### src/rtl/toggle_pulse_rx_ack.sv
// toggle_pulse_rx_ack: receive end of the toggle-pulse CDC link (receive clock domain only)
//   clk       receive-domain clock
//   rst_n     asynchronous active-low reset
//   enable    sender toggle line (async); one level change = one word
//   data_in   sender data, quasi-static around the toggle
//   data_out  held word presented downstream
//   valid     data_out holds an unconsumed word
//   ready     downstream accepts; transfer on valid && ready
//   ack       acknowledge toggle back to the sender
//   overrun   sticky: word arrived while full and not draining
//   rx_cnt    words accepted into the holding register (wraps)
// Optional macro TOGGLE_PULSE_ACK_EN: ack flips on every handshake; otherwise ack is tied 0.
module toggle_pulse_rx_ack #(
  parameter int DW          = 9,
  parameter int SYNC_STAGES = 2,
  parameter int CNT_W       = 8
) (
  input  logic             clk,
  input  logic             rst_n,
  input  logic             enable,
  input  logic [DW-1:0]    data_in,
  output logic [DW-1:0]    data_out,
  output logic             valid,
  input  logic             ready,
  output logic             ack,
  output logic             overrun,
  output logic [CNT_W-1:0] rx_cnt
);
  typedef enum logic {EMPTY, FULL} state_t;
  state_t state;
  logic [SYNC_STAGES-1:0] sync;
  logic e_d, pulse;
  // pulse is registered so the word lands SYNC_STAGES+1 edges after enable is first sampled
  always_ff @(posedge clk or negedge rst_n)
    if (!rst_n) begin
      sync  <= '0;
      e_d   <= 1'b0;
      pulse <= 1'b0;
    end else begin
      sync  <= {sync[SYNC_STAGES-2:0], enable};
      e_d   <= sync[SYNC_STAGES-1];
      pulse <= sync[SYNC_STAGES-1] ^ e_d;
    end
  always_ff @(posedge clk or negedge rst_n)
    if (!rst_n) begin
      state    <= EMPTY;
      valid    <= 1'b0;
      data_out <= '0;
      rx_cnt   <= '0;
      overrun  <= 1'b0;
    end else begin
      case (state)
        EMPTY:
          if (pulse) begin
            data_out <= data_in;
            rx_cnt   <= rx_cnt + 1'b1;
            valid    <= 1'b1;
            state    <= FULL;
          end
        FULL:
          if (ready) begin
            if (pulse) begin
              data_out <= data_in;
              rx_cnt   <= rx_cnt + 1'b1;
            end else begin
              valid <= 1'b0;
              state <= EMPTY;
            end
          end else if (pulse) overrun <= 1'b1;
        default: begin
          valid <= 1'b0;
          state <= EMPTY;
        end
      endcase
    end
`ifdef TOGGLE_PULSE_ACK_EN
  always_ff @(posedge clk or negedge rst_n)
    if (!rst_n) ack <= 1'b0;
    else if (valid && ready) ack <= ~ack;
`else
  assign ack = 1'b0;
`endif
endmodule

### config.mk
export PLATFORM = sky130hd
export DESIGN_NAME = toggle_pulse_rx_ack
export DESIGN_NICKNAME = d
export VERILOG_FILES = /design/src/rtl/toggle_pulse_rx_ack.sv
export SDC_FILE = /design/constraint.sdc
export NUM_CORES = 1
export LEC_CHECK = 0
export ABC_AREA = 1
export BUFFER_PORTS_ARGS = -buffer_cell sky130_fd_sc_hd__buf_2
export CELL_PAD_IN_SITES_DETAIL_PLACEMENT = 1
export CELL_PAD_IN_SITES_GLOBAL_PLACEMENT = 1
export CORE_ASPECT_RATIO = 1.2
export CORE_MARGIN = 5
export CORE_UTILIZATION = 38
export DETAILED_ROUTE_END_ITERATION = 16
export GPL_TIMING_DRIVEN = 1
export PLACE_DENSITY_LB_ADDON = 0.1
export SYNTH_ARGS = -nofsm -noshare
export SYNTH_HDL_FRONTEND = slang
export SYNTH_SLANG_ARGS = --single-unit
### constraint.sdc
create_clock -name clk -period 3.3 [get_ports clk]
set_input_delay 0.33 -clock clk [delete_from_list [all_inputs] [get_ports clk]]
set_output_delay 0.33 -clock clk [all_outputs]
set_load 0.01 [all_outputs]
==> results.yml <==
clocking:
  cts.htree.levels: 1
  cts.sinks: 24
  cts_buffer_depth: 2
  numCtsBuffers: 3
  cts_tree: "done"
  insertion_delay_ns: 0.32
  root_buffer: "clkbuf_4"
  clk_pin_slew_worst_paths_ns: 0.14
placed_design:
  dp_hpwl_um: 1600
  place_congestion: 0.660
  dpl-instance-area_um2: 1170
  dp_slack_ns: 2.09
  numPortBuffers: 31
setup_path:
  crit_buf_inv: 1
  crit_fanout: 5
  path_delay_family: "flip-flops"
  cp.required_ns: 2.97
  ff2ff_setup_slack_ns: 2.10
  path_cells: "buf_2"
  startpoint_type: "flop"
  cp_slowest_cell: "dfrtp_1"
  cp.arrival_ns: 0.95
  crit_type: "reg -> out"
  end_kind: "output port"
  max_stage_delay_ns: 0.46
finish:
  layout_commonest_cell: "nand2_1"
  final_core_util_pct: 48.1
  final_cell_mix: "nand2_1, buf_2, dfrtp_1"
  nFillCells: 318
  nets: 152
  n_antenna_cell: 0
  fin_area_um2: 1210
  multiInputGateArea_um2: 330
  layout.area.seq_um2: 601
  drive_gt1_share_pct: 29.9
  area_growth_pct: 21.2
drt:
  ant_nets: 0
  wl_per_cell_um: 12.4
  vias: 784
  wl_um: 2100
  drc: 0
  first_pass_iters: 3
  drt-initial-drc-count: 9
  routed_via_density: 4.61
run_status:
  run_status: "completed"
floorplanning:
  pin_count: 33
  start_util_pct: 39.7
  dieArea_um2: 3770
  placementRows: 20
  core_area_um2: 2530
  die_x_um: 56.9
  die_h_um: 66.3
timing:
  fin_crit_ns: 1.28
  setup_viol: 0
  rsz0062_at_grt: "false"
  tns_ns: 0
  relSlewSlack_pct: 64.3
  finalCritPeriodShare_pct: 38.7
  max_freq_ghz: 0.784
  skew_ns: 0.00759
  worst_pin_slew_ns: 0.536
  hold_violations: 0
  worst_slack_ns: 2.02
  slew_violations: 0
global_routing:
  grt_pass1_vias: 845
  track_usage_pct: 12.7
  globalRoute.totalOverflow: 0
  grt_pass1_wl_um: 3650
  grt_max_degree: 25
  antenna_found_initial: 0
power_and_ir_drop:
  peakVddDrop_uv: 305
  cellLeakagePower_uw: 0.000684
  power_density_nw_per_um2: 651
logic_synthesis:
  synth_seq_area_share_pct: 59.9
  synthCells: 104
  syn_area_um2: 1000
  synth.distinct_cells: 20
  synth_warnings: 0
  ys_seq_elements: 24
  synth_nets: 118
  avgSynthCellArea_um2: 9.64
flow_run:
  cap_violations: 0
worst_hold_path:
  hp-class: "in -> reg"
## area by class of cell
class | count | share of cell area (%)
Tap cell | 33 | 3.40
Clock buffer | 4 | 2.99
Sequential cell | 24 | 49.4
Timing Repair Buffer | 32 | 13.6
Inverter | 11 | 3.40
Multi-Input combinational cell | 66 | 27.2
## path summary, 6_finish.rpt
kind                                             from                       to  depth (start not counted)
worst max-delay path            rx_cnt[3]$_DFFE_PN0P_                rx_cnt[3]                          1
max in group asynchronous                       rst_n  data_out[7]$_DFFE_PN0P_                          2
worst max register to register        pulse$_DFF_PN0_    rx_cnt[7]$_DFFE_PN0P_                          6
min in group asynchronous                       rst_n        valid$_DFFE_PN0P_                          2
worst min register to register      sync[0]$_DFF_PN0_        sync[1]$_DFF_PN0_                          0
worst min-delay path                           enable        sync[0]$_DFF_PN0_                          1
## logic make-up (layout without fill, tap and decap cells)
group	count (synthesis)	after routing	synth area share, %
adders and majority gates	1	1	1.25
DFF	24	24	59.9
AOI/OAI and AO/OA	3	3	2.87
xor gates and xnor gates	5	5	4.37
and+or+nand+nor	56	56	24.1
other	1	1	0.374
buffers and inverters	14	47	7.12
## per-stage QoR
stage                     hold slack [ns]  instances  total power (uW)
after floorplan                    0.0344        104               546
final                              0.0991        170               791
after CTS                          0.0893        170               802
after global placement              0.333        165               633
after global routing               0.0841        170               849
after detailed placement            0.342        165               642
## flip-flops by register name, summed over array words and instances (netlist names)
signal and flops:
data_out 9, pulse 1, overrun 1, rx_cnt 8
sync 2, e_d 1, state 1, valid 1
## metal layers
| layer | share of wire (%) | global-route usage, % |
|---|---|---|
| met5 | 0 | 0 |
| met2 | 48 | 20.7 |
| met4 | 2.8 | 7.83 |
| met3 | 6.3 | 3.13 |
| met1 | 43 | 14.8 |
## power breakdown
group          internal (uW)  leakage (uW)  switching (uW)
registers                357      0.000280            62.2
logic                   93.1      0.000383             121
clock network           67.5     0.0000210            91.1
## cell usage after synthesis
| cell | instances | area (um2) |
|---|---|---|
| nor2_2 | 1 | 6.26 |
| dfrtp_1 | 24 | 601 |
| conb_1 | 1 | 3.75 |
| nor2_1 | 3 | 11.3 |
| xnor2_1 | 2 | 17.5 |
| nor2_4 | 1 | 11.3 |
| nand2_4 | 1 | 11.3 |
| nand3_1 | 6 | 30.0 |
| xor2_1 | 3 | 26.3 |
| a21oi_1 | 1 | 5.00 |
| nand2_2 | 1 | 6.26 |
| buf_6 | 2 | 22.5 |
| buf_4 | 1 | 7.51 |
| nand3b_1 | 1 | 7.51 |
| nand2_1 | 42 | 158 |
| o21bai_1 | 1 | 7.51 |
| ha_1 | 1 | 12.5 |
| inv_1 | 10 | 37.5 |
| a21oi_4 | 1 | 16.3 |
| inv_2 | 1 | 3.75 |
## repair_timing
item	CTS	global route
hold endpoints to repair	24	0
buffers inserted	0	0
gates resized for setup	0	0
hold buffers	1	0
No activity file was read; power rests on OpenSTA's default activity.
